$ cat src/rtl/neuromorphic_x1_pkg.sv
`default_nettype none
// ============================================================================
//  Module      : neuromorphic_x1_pkg
//  Description : Shared types and widths for the NEUROMORPHIC_X1 functional
//                port initiator (FSM states, command/response records).
//  Revision    : 1.0 - initial release
// ============================================================================
package neuromorphic_x1_pkg;

    localparam int ADDR_W = 32;
    localparam int DATA_W = 32;
    localparam int SEL_W  = 4;

    typedef enum logic [1:0] {
        IDLE = 2'd0,
        REQ  = 2'd1,
        RESP = 2'd2,
        GAP  = 2'd3
    } state_t;

    typedef struct packed {
        logic              we;
        logic [ADDR_W-1:0] addr;
        logic [DATA_W-1:0] wdata;
        logic [SEL_W-1:0]  sel;
    } cmd_t;

    typedef struct packed {
        logic [DATA_W-1:0] rdata;
        logic              err;
    } rsp_t;

    // Counter width able to hold max_val (at least one bit).
    function automatic int ctr_width(input int max_val);
        return (max_val < 1) ? 1 : $clog2(max_val + 1);
    endfunction

endpackage
`default_nettype wire

$ cat src/rtl/neuromorphic_x1_initiator_if.sv
`default_nettype none
// ============================================================================
//  Module      : neuromorphic_x1_initiator_if
//  Description : Command/response channels plus macro request bus of the
//                NEUROMORPHIC_X1 initiator. master = initiator view,
//                slave = fabric/macro view.
//  Revision    : 1.0 - initial release
// ============================================================================
interface neuromorphic_x1_initiator_if;
    import neuromorphic_x1_pkg::*;

    // Command channel
    logic              cmd_valid;
    logic              cmd_ready;
    logic              cmd_we;
    logic [ADDR_W-1:0] cmd_addr;
    logic [DATA_W-1:0] cmd_wdata;
    logic [SEL_W-1:0]  cmd_sel;
    // Response channel
    logic              rsp_valid;
    logic              rsp_ready;
    logic [DATA_W-1:0] rsp_rdata;
    logic              rsp_err;
    // Macro request bus
    logic              EN;
    logic              R_WB;
    logic [ADDR_W-1:0] AD;
    logic [DATA_W-1:0] DI;
    logic [SEL_W-1:0]  SEL;
    logic [DATA_W-1:0] DO;
    logic              func_ack;

    modport master (
        input  cmd_valid, cmd_we, cmd_addr, cmd_wdata, cmd_sel, rsp_ready, DO, func_ack,
        output cmd_ready, rsp_valid, rsp_rdata, rsp_err, EN, R_WB, AD, DI, SEL
    );

    modport slave (
        output cmd_valid, cmd_we, cmd_addr, cmd_wdata, cmd_sel, rsp_ready, DO, func_ack,
        input  cmd_ready, rsp_valid, rsp_rdata, rsp_err, EN, R_WB, AD, DI, SEL
    );

endinterface
`default_nettype wire

$ cat src/rtl/neuromorphic_x1_wait_ctr.sv
`default_nettype none
// ============================================================================
//  Module      : neuromorphic_x1_wait_ctr
//  Description : Saturating up-counter with synchronous clear, count enable
//                and a terminal-count flag (count == MAX_VAL).
//  Revision    : 1.0 - initial release
// ============================================================================
module neuromorphic_x1_wait_ctr
    import neuromorphic_x1_pkg::*;
#(
    parameter int MAX_VAL = 1
) (
    input  logic clk,
    input  logic rst,
    input  logic i_clr,
    input  logic i_en,
    output logic o_tc
);

    localparam int              c_WIDTH = ctr_width(MAX_VAL);
    localparam logic [c_WIDTH-1:0] c_MAX = c_WIDTH'(MAX_VAL);

    logic [c_WIDTH-1:0] r_count;

    // Count enabled cycles, stop at MAX_VAL; clear has priority over enable.
    always_ff @(posedge clk or posedge rst) begin
        if (rst) begin
            r_count <= '0;
        end else if (i_clr) begin
            r_count <= '0;
        end else if (i_en && (r_count != c_MAX)) begin
            r_count <= r_count + 1'b1;
        end
    end

    assign o_tc = (r_count == c_MAX);

endmodule
`default_nettype wire

$ cat src/rtl/neuromorphic_x1_initiator.sv
`default_nettype none
// ============================================================================
//  Module      : neuromorphic_x1_initiator
//  Description : Bus initiator for the NEUROMORPHIC_X1 functional port. Takes
//                one read/write command at a time, holds EN and the bus fields
//                until func_ack or timeout, returns a response, then enforces
//                a minimum EN-low gap before the next command.
//  Revision    : 1.0 - initial release
// ============================================================================
module neuromorphic_x1_initiator
    import neuromorphic_x1_pkg::*;
#(
    parameter int TIMEOUT = 1024,
    parameter int GAP_CYC = 1
) (
    input  logic                               CLKin,
    input  logic                               RSTin,
    neuromorphic_x1_initiator_if.master        bus,
    output logic                               busy,
    output logic                               stray_ack
);

    // Timeout fires on the TIMEOUT-th ack-less REQ cycle, i.e. when the count
    // of earlier ack-less cycles equals TIMEOUT-1.
    localparam bit c_TIMEOUT_EN = (TIMEOUT != 0);
    localparam int c_WAIT_MAX   = (TIMEOUT > 1) ? TIMEOUT - 1 : 0;
    // The next command can only be sampled one edge after cmd_ready rises, so
    // leaving for IDLE needs EN low for GAP_CYC-1 cycles; the gap counter is
    // one behind the EN-low cycle count, hence GAP_CYC-2.
    localparam int c_GAP_MAX    = (GAP_CYC > 2) ? GAP_CYC - 2 : 0;

    state_t             r_state;
    logic               r_cmd_ready;
    logic               r_busy;
    logic               r_en;
    logic               r_rwb;
    logic [ADDR_W-1:0]  r_ad;
    logic [DATA_W-1:0]  r_di;
    logic [SEL_W-1:0]   r_sel;
    logic               r_rsp_valid;
    rsp_t               r_rsp;
    logic               r_stray;

    cmd_t               w_cmd;
    logic               w_cmd_hs;
    logic               w_rsp_hs;
    logic               w_wait_tc;
    logic               w_gap_tc;

    assign w_cmd    = '{we: bus.cmd_we, addr: bus.cmd_addr, wdata: bus.cmd_wdata, sel: bus.cmd_sel};
    assign w_cmd_hs = bus.cmd_valid & r_cmd_ready;
    assign w_rsp_hs = r_rsp_valid & bus.rsp_ready;

    neuromorphic_x1_wait_ctr #(.MAX_VAL(c_WAIT_MAX)) u_timeout_ctr (
        .clk   (CLKin),
        .rst   (RSTin),
        .i_clr (w_cmd_hs),
        .i_en  ((r_state == REQ) & ~bus.func_ack),
        .o_tc  (w_wait_tc)
    );

    // Counts EN-low cycles; held at zero while a request is on the bus.
    neuromorphic_x1_wait_ctr #(.MAX_VAL(c_GAP_MAX)) u_gap_ctr (
        .clk   (CLKin),
        .rst   (RSTin),
        .i_clr (r_en),
        .i_en  (~r_en),
        .o_tc  (w_gap_tc)
    );

    // Transaction FSM with all outputs registered.
    always_ff @(posedge CLKin or posedge RSTin) begin
        if (RSTin) begin
            r_state     <= IDLE;
            r_cmd_ready <= 1'b0;
            r_busy      <= 1'b0;
            r_en        <= 1'b0;
            r_rwb       <= 1'b0;
            r_ad        <= '0;
            r_di        <= '0;
            r_sel       <= '0;
            r_rsp_valid <= 1'b0;
            r_rsp       <= '0;
        end else begin
            case (r_state)
                IDLE: begin
                    r_cmd_ready <= 1'b1;
                    if (w_cmd_hs) begin
                        r_cmd_ready <= 1'b0;
                        r_busy      <= 1'b1;
                        r_en        <= 1'b1;
                        r_rwb       <= ~w_cmd.we;
                        r_ad        <= w_cmd.addr;
                        r_di        <= w_cmd.wdata;
                        r_sel       <= w_cmd.sel;
                        r_state     <= REQ;
                    end
                end
                REQ: begin
                    // An ack in the timeout cycle still completes normally.
                    if (bus.func_ack) begin
                        r_en        <= 1'b0;
                        r_rsp_valid <= 1'b1;
                        r_rsp.rdata <= r_rwb ? bus.DO : {DATA_W{1'b0}};
                        r_rsp.err   <= 1'b0;
                        r_state     <= RESP;
                    end else if (c_TIMEOUT_EN && w_wait_tc) begin
                        r_en        <= 1'b0;
                        r_rsp_valid <= 1'b1;
                        r_rsp.rdata <= {DATA_W{1'b0}};
                        r_rsp.err   <= 1'b1;
                        r_state     <= RESP;
                    end
                end
                RESP: begin
                    if (w_rsp_hs) begin
                        r_rsp_valid <= 1'b0;
                        if (w_gap_tc) begin
                            r_cmd_ready <= 1'b1;
                            r_busy      <= 1'b0;
                            r_state     <= IDLE;
                        end else begin
                            r_state     <= GAP;
                        end
                    end
                end
                GAP: begin
                    if (w_gap_tc) begin
                        r_cmd_ready <= 1'b1;
                        r_busy      <= 1'b0;
                        r_state     <= IDLE;
                    end
                end
                default: r_state <= IDLE;
            endcase
        end
    end

    // Sticky flag for any acknowledge arriving with no request on the bus.
    always_ff @(posedge CLKin or posedge RSTin) begin
        if (RSTin) begin
            r_stray <= 1'b0;
        end else if (bus.func_ack && !r_en) begin
            r_stray <= 1'b1;
        end
    end

    assign bus.cmd_ready = r_cmd_ready;
    assign bus.rsp_valid = r_rsp_valid;
    assign bus.rsp_rdata = r_rsp.rdata;
    assign bus.rsp_err   = r_rsp.err;
    assign bus.EN        = r_en;
    assign bus.R_WB      = r_rwb;
    assign bus.AD        = r_ad;
    assign bus.DI        = r_di;
    assign bus.SEL       = r_sel;
    assign busy          = r_busy;
    assign stray_ack     = r_stray;

endmodule
`default_nettype wire

$ cat src/flat_wrapper.sv
// flat-port wrapper written by rule: the top's interface ports become plain ports
module neuromorphic_x1_initiator_flat import neuromorphic_x1_pkg::*;
#(
    parameter int TIMEOUT = 1024,
    parameter int GAP_CYC = 1
)
  (CLKin, RSTin, busy, stray_ack, bus_cmd_valid, bus_cmd_we, bus_cmd_addr, bus_cmd_wdata, bus_cmd_sel, bus_rsp_ready, bus_DO, bus_func_ack, bus_cmd_ready, bus_rsp_valid, bus_rsp_rdata, bus_rsp_err, bus_EN, bus_R_WB, bus_AD, bus_DI, bus_SEL);
  neuromorphic_x1_initiator_if bus_i ();
  input  logic CLKin;
  input  logic RSTin;
  output logic busy;
  output logic stray_ack;
  input wire logic [$bits(bus_i.cmd_valid)-1:0] bus_cmd_valid;
  input wire logic [$bits(bus_i.cmd_we)-1:0] bus_cmd_we;
  input wire logic [$bits(bus_i.cmd_addr)-1:0] bus_cmd_addr;
  input wire logic [$bits(bus_i.cmd_wdata)-1:0] bus_cmd_wdata;
  input wire logic [$bits(bus_i.cmd_sel)-1:0] bus_cmd_sel;
  input wire logic [$bits(bus_i.rsp_ready)-1:0] bus_rsp_ready;
  input wire logic [$bits(bus_i.DO)-1:0] bus_DO;
  input wire logic [$bits(bus_i.func_ack)-1:0] bus_func_ack;
  output wire logic [$bits(bus_i.cmd_ready)-1:0] bus_cmd_ready;
  output wire logic [$bits(bus_i.rsp_valid)-1:0] bus_rsp_valid;
  output wire logic [$bits(bus_i.rsp_rdata)-1:0] bus_rsp_rdata;
  output wire logic [$bits(bus_i.rsp_err)-1:0] bus_rsp_err;
  output wire logic [$bits(bus_i.EN)-1:0] bus_EN;
  output wire logic [$bits(bus_i.R_WB)-1:0] bus_R_WB;
  output wire logic [$bits(bus_i.AD)-1:0] bus_AD;
  output wire logic [$bits(bus_i.DI)-1:0] bus_DI;
  output wire logic [$bits(bus_i.SEL)-1:0] bus_SEL;
  assign bus_i.cmd_valid = bus_cmd_valid;
  assign bus_i.cmd_we = bus_cmd_we;
  assign bus_i.cmd_addr = bus_cmd_addr;
  assign bus_i.cmd_wdata = bus_cmd_wdata;
  assign bus_i.cmd_sel = bus_cmd_sel;
  assign bus_i.rsp_ready = bus_rsp_ready;
  assign bus_i.DO = bus_DO;
  assign bus_i.func_ack = bus_func_ack;
  assign bus_cmd_ready = bus_i.cmd_ready;
  assign bus_rsp_valid = bus_i.rsp_valid;
  assign bus_rsp_rdata = bus_i.rsp_rdata;
  assign bus_rsp_err = bus_i.rsp_err;
  assign bus_EN = bus_i.EN;
  assign bus_R_WB = bus_i.R_WB;
  assign bus_AD = bus_i.AD;
  assign bus_DI = bus_i.DI;
  assign bus_SEL = bus_i.SEL;
  neuromorphic_x1_initiator #(.TIMEOUT(TIMEOUT), .GAP_CYC(GAP_CYC)) u_core (.CLKin(CLKin), .RSTin(RSTin), .bus(bus_i), .busy(busy), .stray_ack(stray_ack));
endmodule
$ cat config.mk
export PLATFORM = sky130hd
export DESIGN_NAME = neuromorphic_x1_initiator_flat
export DESIGN_NICKNAME = d
export VERILOG_FILES = /design/src/rtl/neuromorphic_x1_pkg.sv /design/src/rtl/neuromorphic_x1_initiator_if.sv /design/src/rtl/neuromorphic_x1_wait_ctr.sv /design/src/rtl/neuromorphic_x1_initiator.sv /design/src/flat_wrapper.sv
export SDC_FILE = /design/constraint.sdc
export NUM_CORES = 1
export LEC_CHECK = 0
export ABC_CLOCK_PERIOD_IN_PS = 8500
export CORE_ASPECT_RATIO = 2
export CORE_MARGIN = 2
export CORE_UTILIZATION = 45
export CTS_CLUSTER_SIZE = 12
export DETAILED_ROUTE_END_ITERATION = 8
export MAX_ROUTING_LAYER = met4
export PLACE_DENSITY = 0.9
export SYNTH_ARGS = -nofsm -noshare
export SYNTH_HDL_FRONTEND = slang
export SYNTH_SLANG_ARGS = --single-unit
$ cat constraint.sdc
create_clock -name CLKin -period 8.5 [get_ports CLKin]
set_clock_uncertainty 0.1 [all_clocks]
set_input_delay 1.7 -clock CLKin [delete_from_list [all_inputs] [get_ports CLKin]]
set_output_delay 1.7 -clock CLKin [all_outputs]
set_load 0.1 [all_outputs]
# [Word-level counts from Yosys, hierarchy flattened]
# Cells that the tools add are included.
[totals] n_memories=0 out_inout_bits=107 register_bits=120 mem_bits_ro=0 ramBits=0 latch_bits=0 input_bits=106 wordCells=78
[classes] n_shift=0 eq_ne=9 bitwise=6 n_addsub=2 div=0 n_mux=29 n_reduce_logical=18 order_cmp=0 n_mul=0
[op_table] operator="$mux W33" count=2
[op_table] operator="$mux W32" count=1
[op_table] operator="$mux W10" count=2
[op_table] operator="$mux W1" count=13
[op_table] operator="$mux W2" count=6
[op_table] operator="$add A10 B1 Y10 const B" count=1
[op_table] operator="$eq A10 B10 Y1 const B" count=1
[op_table] operator="$ne A10 B10 Y1 const B" count=1
[op_table] operator="$reduce_bool A2 Y1" count=5
[op_table] operator="$reduce_and A3 Y1" count=3
[op_table] operator="$pmux W2 S4" count=1
[op_table] operator="$pmux W1 S3" count=2
[op_table] operator="$reduce_and A2 Y1" count=3
[op_table] operator="$eq A2 B2 Y1 const B" count=2
[op_table] operator="$ne A2 B2 Y1 const B" count=2
[op_table] operator="$pmux W1 S2" count=2
[op_table] operator="$reduce_and A4 Y1" count=1
[op_table] operator="$and A1 B1 Y1" count=3
[op_table] operator="$logic_and A1 B1 Y1" count=3
[op_table] operator="$ne A3 B3 Y1 const B" count=1
[op_table] operator="$not A1 Y1" count=3
[op_table] operator="$reduce_bool A3 Y1" count=1
[op_table] operator="$eq A2 B1 Y1 const B" count=1
[op_table] operator="$logic_not A2 Y1" count=1
[op_table] operator="other kinds (3)" count=3

# [Logic depth before layout (Yosys ltp)]
[depth] depth_word=5 ltp_mapped=6 ltp_nobuf=5

# [Modules after synthesis]
# From an unflattened synthesis, not the netlist that was laid out.
[unflattened] cells_unflattened=399 area_unflattened_um2=5323.9
[modules_own_cells] mod="neuromorphic_x1_initiator" area_per_inst_um2=4643.2 cells_per_inst=329 instances=1 seq_area_each_um2=2727.6
[modules_own_cells] mod="neuromorphic_x1_wait_ctr (u_core.u_timeout_ctr)" area_per_inst_um2=635.6 cells_per_inst=66 instances=1 seq_area_each_um2=250.2
[modules_own_cells] mod="neuromorphic_x1_wait_ctr (u_core.u_gap_ctr)" area_per_inst_um2=45.0 cells_per_inst=4 instances=1 seq_area_each_um2=25.0

# [Least setup slack after synthesis]
# No wires, ideal clock.
[synth_path] kind="in2reg" startpoint="in bus_cmd_valid" endpoint="reg u_core.r_ad[10] (netlist: u_core.bus.AD[10])" t_required_ns=8.275 path_buffers=1 setup_ns=0.125 arrival_ns=2.710 setup_slack_ns=5.564 path_stages=4 cell_sequence="nand2_2 > nor3_4 > buf_6 > mux2_2"
[synth_via] elab_chain_len=2
[synth_lines] item="from (decl)" line_no="flat_wrapper.sv:13" source="input wire logic [$bits(bus_i.cmd_valid)-1:0] bus_cmd_valid;"
[synth_lines] item="$and A1 B1 Y1" line_no="neuromorphic_x1_initiator.sv:51" source="assign w_cmd_hs = bus.cmd_valid & r_cmd_ready;"
[synth_lines] item="$reduce_and A2 Y1 (no line)"
[synth_lines] item="to (signal assigned)" line_no="neuromorphic_x1_initiator.sv:93" source="r_ad <= w_cmd.addr;"
[synth_lines] item="to (decl)" line_no="neuromorphic_x1_initiator.sv:37" source="logic [ADDR_W-1:0] r_ad;"
# No other way between the ends.
# A chain may end at the register's enable or synchronous reset.

# [Worst setup path in the final report]
[layout_path] startpoint="reg u_core.r_cmd_ready (netlist: u_core.bus.cmd_ready)" endpoint="out bus_cmd_ready"
[layout_rtl] item="from (decl)" line_no="neuromorphic_x1_initiator.sv:33" source="logic r_cmd_ready;"
[layout_rtl] item="from (signal assigned)" line_no="neuromorphic_x1_initiator.sv:75" source="r_cmd_ready <= 1'b0;"
[layout_rtl] item="from (signal assigned)" line_no="neuromorphic_x1_initiator.sv:87" source="r_cmd_ready <= 1'b1;"
[layout_rtl] item="from (signal assigned)" line_no="neuromorphic_x1_initiator.sv:89" source="r_cmd_ready <= 1'b0;"
[layout_rtl] item="to (decl)" line_no="flat_wrapper.sv:21" source="output wire logic [$bits(bus_i.cmd_ready)-1:0] bus_cmd_ready;"
# No word-level cell between the ends.

==> out/metrics.json <==
{
  "status": "finished, final reports clean",
  "drt-vias-per-instance": 5.23,
  "dr_wl_met2_um": 7590,
  "final.period_utilization_pct": 44.9,
  "dieArea_um2": 11400,
  "path_length_in_cells_of_the_critical_path": 1,
  "detail_route.wirelength.met1_um": 4270,
  "cts.hold.buffers_added": 0,
  "hp_start": "u_core.stray_ack$_DFFE_PP0P_",
  "kind_of_critical_path": "flop to output pin",
  "critical_path.endpoint_type": "output pin",
  "first_iter_violations": 196,
  "cts_sinks": 120,
  "drtPass1Iterations": 4,
  "synth-seq-area-share_pct": 63.7,
  "global_route_wire_length_before_repair_um": 20700,
  "synth_adder_area_share_pct": 0.266,
  "synth_top_family_by_area": "multiplexers",
  "worst_hold_path_class": "flop to flop",
  "final-hold-violation-count": 0,
  "synth-xor-area-share_pct": 0.558,
  "cts_tree": "done",
  "route.detailed.wl_per_inst_um": 19.4,
  "io_pins": 213,
  "post_cts.resized_instances": 0,
  "routed-wl-met3_um": 758,
  "row_count": 52,
  "finalCriticalPeriod_ps": 3820,
  "area.growth.synth_to_final_pct": 57.7,
  "detail-route-antenna-nets": 0,
  "timing.critical_path.from_type": "flop",
  "fin_nets": 638,
  "h-tree-depth": 4,
  "detailroute.via_count": 3539,
  "clk_latency_ps": 400,
  "cts.clk_slew.worst_paths_ps": 50,
  "max_slew_margin_pct": 20.9,
  "post_synth.cell_area_avg_um2": 15.0,
  "root_buffer": "sky130_fd_sc_hd__clkbuf_16",
  "detailed_place_hpwl_um": 9690,
  "final_count_of_pins_violating_max_slew": 0,
  "max_capacitance_violation_count": 0,
  "first_global_vias": 3901,
  "postCtsSetupRepairBufs": 0,
  "timing.critical_path.buf_inv": 1,
  "synth.largest_area_cell": "sky130_fd_sc_hd__dfrtp_1",
  "fp.dieH_um": 149,
  "timing.critical_path.slowest_stage_cell": "sky130_fd_sc_hd__clkdlybuf4s50_1",
  "critical_path_arrival_ps": 2020,
  "r2r-start": "u_core.r_state[1]$_DFFE_PP0P_",
  "setup_total_negative_slack_ps": 0,
  "yosysUniqueCellTypes": 43,
  "cp_slowest_stage_delay_ps": 1190,
  "synth-warning-count": 0,
  "timing_worst_slew_pin_value_ps": 1190,
  "timing.critical_path.fanout_max": 5,
  "unrepaired_setup_endpoints_after_global_routing": "false",
  "fp.dieW_um": 76.4,
  "grt_max_degree": 77,
  "hold_depth": 1,
  "synthFlopType": "sky130_fd_sc_hd__dfrtp_1",
  "antenna_found_initial": 0,
  "design.core.area_um2": 10100,
  "dr.max_layer_used": "met4",
  "synthesis.nets": 422,
  "synth-compound-area-share_pct": 10.2,
  "antenna-diode-count": 0,
  "synth-edff-count": 0,
  "drc": 0,
  "synth.ff_latch_count": 120,
  "wirelength_um": 13200,
  "cts-root-to-sink-buffers": 2,
  "regToRegSetupSlack_ps": 6140,
  "synthMuxAreaShare_pct": 16.5,
  "portBuffers": 212,
  "yosysTopAreaCellShare_pct": 63.7,
  "netlist_area_um2": 4710,
  "area_share_of_and_or_nand_nor_cells_after_synthesis_pct": 5.07,
  "rr_worst_depth": 3,
  "synthTopCellsByArea": "sky130_fd_sc_hd__dfrtp_1 64%, sky130_fd_sc_hd__mux2_2 15%, sky130_fd_sc_hd__a22o_1 5.9%",
  "layout-drive-gt1-share_pct": 18.5,
  "synth_cells": 315,
  "initial_core_util_pct": 46.4,
  "grtUsageTotal_pct": 24.7,
  "globalRoute.totalOverflow": 0,
  "critPathLaunch": "u_core.bus.cmd_ready$_DFFE_PP0P_",
  "finalSetupViolations": 0,
  "cts_buffers": 17,
  "timing.critical_path.required_ps": 6700,
  "cp_cell_sequence": "clkdlybuf4s50_1",
  "critical_path.top_delay_family": "buffers and inverters",
  "timing.fmax_mhz": 262,
  "ys_async_sr_fraction_pct": 100,
  "place.gp.congestion": 0.813
}
-- layout make-up --
cell class | instances | area, um^2
flip-flops and latches | 120 | 3000
inverters | 5 | 21.3
multi-input cells | 173 | 1540
clock inverters | 8 | 98.8
well taps | 135 | 169
fillers | 680 | 2720
repair buffers | 214 | 2140
clock buffers | 22 | 464
-- cell usage after synthesis (2+ instances only) --
master,count
sky130_fd_sc_hd__o31ai_1,2
sky130_fd_sc_hd__mux2_1,6
sky130_fd_sc_hd__xor2_1,2
sky130_fd_sc_hd__inv_1,5
sky130_fd_sc_hd__nand2_1,11
sky130_fd_sc_hd__o211ai_1,2
sky130_fd_sc_hd__buf_6,10
sky130_fd_sc_hd__mux2_2,62
sky130_fd_sc_hd__and3_1,3
sky130_fd_sc_hd__a21oi_1,8
sky130_fd_sc_hd__a22o_1,32
sky130_fd_sc_hd__nand4_1,2
sky130_fd_sc_hd__nor3_4,2
sky130_fd_sc_hd__buf_4,2
sky130_fd_sc_hd__nand3_1,3
sky130_fd_sc_hd__o311ai_0,2
sky130_fd_sc_hd__buf_2,4
sky130_fd_sc_hd__o41ai_1,2
sky130_fd_sc_hd__dfrtp_1,120
sky130_fd_sc_hd__nor2_1,7
sky130_fd_sc_hd__o21ai_0,6
-- cells in the final DEF, fill, tap and decap left out, drive strengths merged, types with 2 or more instances in the layout --
master,netlist,layout
o21ai,7,7
a21oi,8,8
clkinv,0,4
clkbuf,0,22
buf,17,2
mux2,68,68
xor2,2,2
nor3,3,3
nand4,3,3
clkdlybuf4s50,0,212
clkinvlp,0,2
o311ai,2,2
a22o,32,32
nand3,3,3
inv,5,5
nor2,7,7
o211ai,2,2
nand2,12,12
bufinv,0,2
o31ai,2,2
and3,3,3
o41ai,2,2
dfrtp,120,120
-- flip-flops by register name, summed over array words and instances, names as in the netlist --
name and flops:
u_core.stray_ack 1, u_core.bus.rsp_valid 1, u_core.bus.AD 32, u_core.bus.R_WB 1
u_core.busy 1, u_core.bus.EN 1, u_core.bus.cmd_ready 1, u_core.r_state 2
u_core.u_timeout_ctr.r_count 10, u_core.bus.SEL 4, u_core.bus.rsp_rdata 32, u_core.bus.DI 32
u_core.u_gap_ctr.r_count 1, u_core.bus.rsp_err 1
-- metrics by stage --
| step | hold slack, ps | instances | cell area [um^2] | worst slack [ps] | utilization, % |
|---|---|---|---|---|---|
| after detailed placement | 355 | 647 | 6870 | 4640 | 67.7 |
| after floorplan | 380 | 315 | 4710 | 3510 | - |
| final | 362 | 677 | 7430 | 4680 | 73.2 |
| after CTS | 368 | 677 | 7430 | 4660 | 73.2 |
| after global placement | 342 | 647 | 6870 | 4690 | 67.7 |
| after global routing | 395 | 677 | 7430 | 4640 | 73.2 |
-- worst paths after layout --
check,end
hold / removal,u_core.stray_ack$_DFFE_PP0P_
hold reg to reg,u_core.stray_ack$_DFFE_PP0P_
max in group asynchronous,u_core.bus.DI[21]$_DFFE_PP0P_
setup reg to reg,u_core.bus.rsp_rdata[4]$_DFFE_PP0P_
setup / recovery,bus_cmd_ready
min in group asynchronous,u_core.bus.DI[1]$_DFFE_PP0P_
-- metal layers --
metal / track usage [%] / vias to the layer above
li1: - / 1579
met1: 23.7 / 1745
met2: 44.6 / 176
met3: 6.49 / 39
met4: 12.9 / 0
met5: - / -
-- logic make-up after synthesis --
| kind of cell | count (synthesis) |
|---|---|
| simple gates | 38 |
| buf+inv | 22 |
| mux | 69 |
| other cells | 1 |
| flops | 120 |
| fa+ha+maj | 1 |
| xor+xnor | 3 |
| compound gates | 61 |
Power is left out: the tool's default activity adds up to more than one toggle a clock period on the data nets, which glitch-free logic cannot reach.
==> patch 1: new RTL, same flow settings <==
Register the output `bus.rsp_err`; this adds one clock of latency there.
--- a/src/rtl/neuromorphic_x1_initiator.sv
+++ b/src/rtl/neuromorphic_x1_initiator.sv
@@ -149,5 +149,7 @@
     assign bus.rsp_valid = r_rsp_valid;
     assign bus.rsp_rdata = r_rsp.rdata;
-    assign bus.rsp_err   = r_rsp.err;
+    always_ff @(posedge CLKin) begin
+        bus.rsp_err <= r_rsp.err;
+    end
     assign bus.EN        = r_en;
     assign bus.R_WB      = r_rwb;
Formal check against the unedited RTL: same outputs for any inputs over 10 cycles, from zero or initial values and one cycle with RSTin high; that may be too few to reach the edited logic, so the function may still have changed.
==> patch 1 against the unedited design <==
- setup slack improved by 4.3 ps
- wire length decreased by 5.5%
- final area increased by 0.49%
- sequential cell count increased by 1
- global-route usage decreased by 2.2 points
- maximum frequency increased by 0.11%
- area after synthesis increased by 5.5%
- highest routed layer unchanged
Power is left out: the tool's default activity adds up to more than one toggle a clock period on the data nets, which glitch-free logic cannot reach.
==> patch 1: results (changes against the unedited design) <==
| Metric | Value |
|---|---|
| Min-Delay Path Class | register to register (unchanged) |
| Initial antenna violation count | 0 (unchanged) |
| Starting DRT DRC Count | 167 (was 196) |
| Flop2flop setup slack | 6190 ps (was 6140 ps) |
| Post-CTS Setup Inserts | 0 (unchanged) |
| Global Route Usage Sum | 22.43% (was 24.66%) |
| Clock slew at reported path FFs | 50 ps (about the same) |
| Relative slew slack | 21.31% (was 20.85%) |
| Register area share after synthesis | 60.80% (was 63.73%) |
| Top cells by count, synth | 120 x dfrtp_1, 62 x mux2_2, 34 x buf_4 (was 120 x dfrtp_1, 62 x mux2_2, 32 x a22o_1) |
| TritonRoute pass-1 iters | 4 (unchanged) |
| GPL Wtd Cong | 0.8281 (was 0.8132) |
| Syn. warnings | 0 (unchanged) |
| Maximum root-to-sink buffer count | 2 (unchanged) |
| Syn_nets | 455 (was 422) |
| H-tree Lvls | 4 (unchanged) |
| Drt total wl | 12440 um (was 13160 um) |
| Global-route wire length before repair | 19750 um (was 20660 um) |
| Outcome | finished clean (unchanged) |
| Critical path's largest stage delay | 1190 ps (about the same) |
| Resized Gates After CTS | 0 (unchanged) |
| CP Max Fanout | 5 (unchanged) |
| Worst r2r src | u_core.r_state[1] (unchanged) |
| Worst Path Arrival | ~2000 ps |
| Cell family with most CP delay | buffers and inverters (unchanged) |
| CP endpoint | bus_rsp_valid (was bus_cmd_ready) |
| R2R depth | 3 (unchanged) |
| DR vias | 3501 (was 3539) |
| Total of fill cells in the finished design | 772 (was 680) |
| CP Launch Point | u_core.bus.rsp_valid (was u_core.bus.cmd_ready) |
| CTS buffer count | 17 (unchanged) |
| Root Buffer | clkbuf_16 (unchanged) |
| Vias in the first global route | 3858 (was 3901) |
| Port Buffer Count | 212 (unchanged) |
| Clk_lat worst skew | 400 ps (about the same) |
| ANT cells | 0 (unchanged) |
| Post-synth ARST share | 99.17% (was 100.0%) |
| Critical path's slowest cell | clkdlybuf4s50_1 (unchanged) |
| Nets@finish | 639 (was 638) |
| Post-DP HPWL | 8881 um (was 9691 um) |
| Post-synthesis cell type count | 44 (was 43) |
| Share of layout cells above drive strength 1 | 18.57% (was 18.45%) |
| Worst flop-to-flop path endpoint | u_core.bus.rsp_rdata[19] (was u_core.bus.rsp_rdata[4]) |
| Largest net degree at the start of global routing | 72 (was 77) |
| Area contributors post-synth | dfrtp_1 60%, mux2_2 14%, a22o_1 5.6% (was dfrtp_1 64%, mux2_2 15%, a22o_1 5.9%) |
-- patch 1: cell types whose count changed in the layout (fill, tap and decap cells not counted), sizes merged --
cell	unedited run	this run
dfxtp	0	1
clkbuf	22	23
-- patch 1: worst min path at each step --
stage	startpoint	end	slack, ps	depth (start not counted)
2_1_floorplan	u_core.r_rsp[0]	u_core.bus.rsp_err	250	0
3_3_place_gp	u_core.r_rsp[0]	u_core.bus.rsp_err	260	0
3_5_place_dp	u_core.r_rsp[0]	u_core.bus.rsp_err	280	0
4_1_cts	u_core.r_rsp[0]	u_core.bus.rsp_err	290	0
5_1_grt	u_core.r_rsp[0]	u_core.bus.rsp_err	300	0
6_report	u_core.r_rsp[0]	u_core.bus.rsp_err	280	0
-- patch 1: cells by family after synthesis --
logic type      share of synthesized area [%]
fa+ha+maj                              0.2516
buf+inv                                 8.254
other cells                           0.07542
xor+xnor                               0.5285
flops                                   60.80
mux                                     15.60
simple gates                            4.806
compound gates                          9.688
-- patch 1: cell type report --
cell class,count,area share [%]
clock buffer,23,6.400
inverter,5,0.2848
clock inverter,8,1.273
tap,140,2.345
sequential,121,40.48
multi-input combinational,173,20.61
timing repair buffer,214,28.61
-- patch 1: metrics by stage --
stage	area, um2	util [%]	instances	setup slack [ps]
final	7468	69.09	684	4688
after global placement	6895	63.78	653	4685
after CTS	7468	69.09	684	4680
after detailed placement	6895	63.78	653	4633
after floorplan	4972	-	348	3514
after global routing	7468	69.09	684	4650
-- patch 1: metal layers --
metal	global-route usage (%)	wire, um	share of wire (%)	vias to the layer above
met5	-	0	0	-
li1	-	-	-	1583
met2	38.34	6696	54	163
met4	9.273	376	3.0	0
met3	6.517	725	5.8	25
met1	23.98	4642	37	1730
==> patch 2: new RTL, same settings <==
Without the edit above. `TIMEOUT` is set to 1024 in 2 places; all go to 256.
--- a/src/rtl/neuromorphic_x1_initiator.sv
+++ b/src/rtl/neuromorphic_x1_initiator.sv
@@ -11,5 +11,5 @@
     import neuromorphic_x1_pkg::*;
 #(
-    parameter int TIMEOUT = 1024,
+    parameter int TIMEOUT = 256,
     parameter int GAP_CYC = 1
 ) (
--- a/src/flat_wrapper.sv
+++ b/src/flat_wrapper.sv
@@ -2,5 +2,5 @@
 module neuromorphic_x1_initiator_flat import neuromorphic_x1_pkg::*;
 #(
-    parameter int TIMEOUT = 1024,
+    parameter int TIMEOUT = 256,
     parameter int GAP_CYC = 1
 )
Formal check against the unedited RTL: same outputs for any inputs over 10 cycles, from zero or initial values and one cycle with RSTin high; that may be too few to reach the edited logic, so the function may still have changed.
==> patch 2 against the unedited design <==
- synthesized cell count decreased by 1.9%
- sequential share of layout area is 0.38 points lower
- count of clock-buffer cells in the layout decreased by 3
- critical path depth did not move
- final area shrank 0.72%
- via count is 0.48% lower
- sequential cell count down 2
- setup slack gained 50 ps
- area after synthesis shrank 3.5%
- cell count is 0.74% lower
- wire length is 1.4% lower
- utilization rose by 2.3 points
Power is not shown: default switching activity piles up to over one toggle a cycle in this logic, so the estimate is an artifact.
==> patch 2: results (changes against the unedited design) <==
| Metric | Value |
|---|---|
| Largest net degree at the start of global routing | 77 (unchanged) |
| Resized Gates After CTS | 0 (unchanged) |
| Top cells by count, synth | 118 x dfrtp_1, 60 x mux2_2, 32 x a22o_1 (was 120 x dfrtp_1, 62 x mux2_2, 32 x a22o_1) |
| CP Max Fanout | 2 (was 5) |
| Worst hold margin | 361.6 ps (was 362.1 ps) |
| Initial antenna violation count | 0 (unchanged) |
| WL per Instance | 19.32 um (was 19.44 um) |
| GPL Wtd Cong | 0.8098 (was 0.8132) |
| Worst r2r src | u_core.r_state[1] (unchanged) |
| Global Route Usage Sum | 25.42% (was 24.66%) |
| DR WL met3 | 678 um (was 758 um) |
| WL met2 | 7181 um (was 7587 um) |
| ANT cells | 0 (unchanged) |
| TritonRoute pass-1 iters | 5 (was 4) |
| Register area share after synthesis | 64.96% (was 63.73%) |
| Clock slew at reported path FFs | 60 ps |
| Post-DP HPWL | 9057 um (was 9691 um) |
| Post-synthesis cell type count | 39 (was 43) |
| Syn. warnings | 0 (unchanged) |
| Global-route wire length before repair | 19980 um (was 20660 um) |
| Wire length on met1 | 4591 um (was 4272 um) |
| Post-synth ARST share | 100.0% (unchanged) |
| Outcome | finished clean (unchanged) |
| Final WS setup | 4733 ps (was 4683 ps) |
| Worst flop-to-flop path endpoint | u_core.bus.rsp_rdata[3] (was u_core.bus.rsp_rdata[4]) |
| Syn Area/Cell | 14.71 um2 (was 14.96 um2) |
| Area contributors post-synth | dfrtp_1 65%, mux2_2 15%, a22o_1 6.2% (was dfrtp_1 64%, mux2_2 15%, a22o_1 5.9%) |
| DR vias | 3522 (was 3539) |
| Critical path's slowest cell | clkdlybuf4s50_1 (unchanged) |
| R2R depth | 3 (unchanged) |
| M2 GR Usage | 42.72% (was 44.65%) |
| CP endpoint | bus_rsp_rdata[3] (was bus_cmd_ready) |
| Nets@finish | 634 (was 638) |
| Critical path's largest stage delay | 1170 ps (was 1190 ps) |
| Placed Cells | 640 (was 647) |
| Root Buffer | clkbuf_16 (unchanged) |
| CTS buffer count | 17 (unchanged) |
| Hold path cells | 1 (unchanged) |
| Met3 Use GR | 6.004% (was 6.493%) |
| Least-Margin Pin Slew | 1171 ps (was 1187 ps) |
| H-tree Lvls | 4 (unchanged) |
| Flop2flop setup slack | 6230 ps (was 6140 ps) |
| Syn_nets | 416 (was 422) |
| Share of layout cells above drive strength 1 | 19.07% (was 18.45%) |
| CP Launch Point | u_core.bus.rsp_rdata[3] (was u_core.bus.cmd_ready) |
| Dpl cell area | 0.006754 mm2 (was 0.006869 mm2) |
| Post-CTS Setup Inserts | 0 (unchanged) |
| Port Buffer Count | 212 (unchanged) |
| Drt total wl | 12980 um (was 13160 um) |
| Pre-CTS WS | 4753 ps (was 4636 ps) |
| Vias in the first global route | 3972 (was 3901) |
| Clk_lat worst skew | 400 ps (about the same) |
| Met1 Usage GRT | 26.90% (was 23.73%) |
| Worst Hold End | u_core.stray_ack (unchanged) |
| Yosys top cell by area | dfrtp_1 (unchanged) |
| Starting DRT DRC Count | 221 (was 196) |
-- patch 2: changes by cell type in the layout (fill, tap and decap cells not counted), moves of 3 or more --
cell / unedited run / this run
inv_6: 0 / 3
clkinv_2: 3 / 0
clkinvlp_4: 2 / 5
clkbuf_1: 3 / 0
-- patch 2: logic make-up after synthesis --
| logic type | share of synthesized area [%] |
|---|---|
| AO/OA/AOI/OAI | 9.166 |
| XOR/XNOR | 0.1927 |
| adder cells (fa/ha/maj) | 0.2752 |
| buffers and inverters | 2.697 |
| flip-flops | 64.96 |
| multiplexers | 17.29 |
| other | 0.08250 |
| AND/OR/NAND/NOR | 5.340 |
-- patch 2: area by class of cell --
cell class | count | area, um2
multi-input combinational | 171 | 1470
tap | 132 | 165.2
clock inverter | 13 | 171.4
fill | 613 | 2385
inverter | 3 | 13.76
sequential | 118 | 2953
timing repair buffer | 216 | 2152
clock buffer | 19 | 452.9
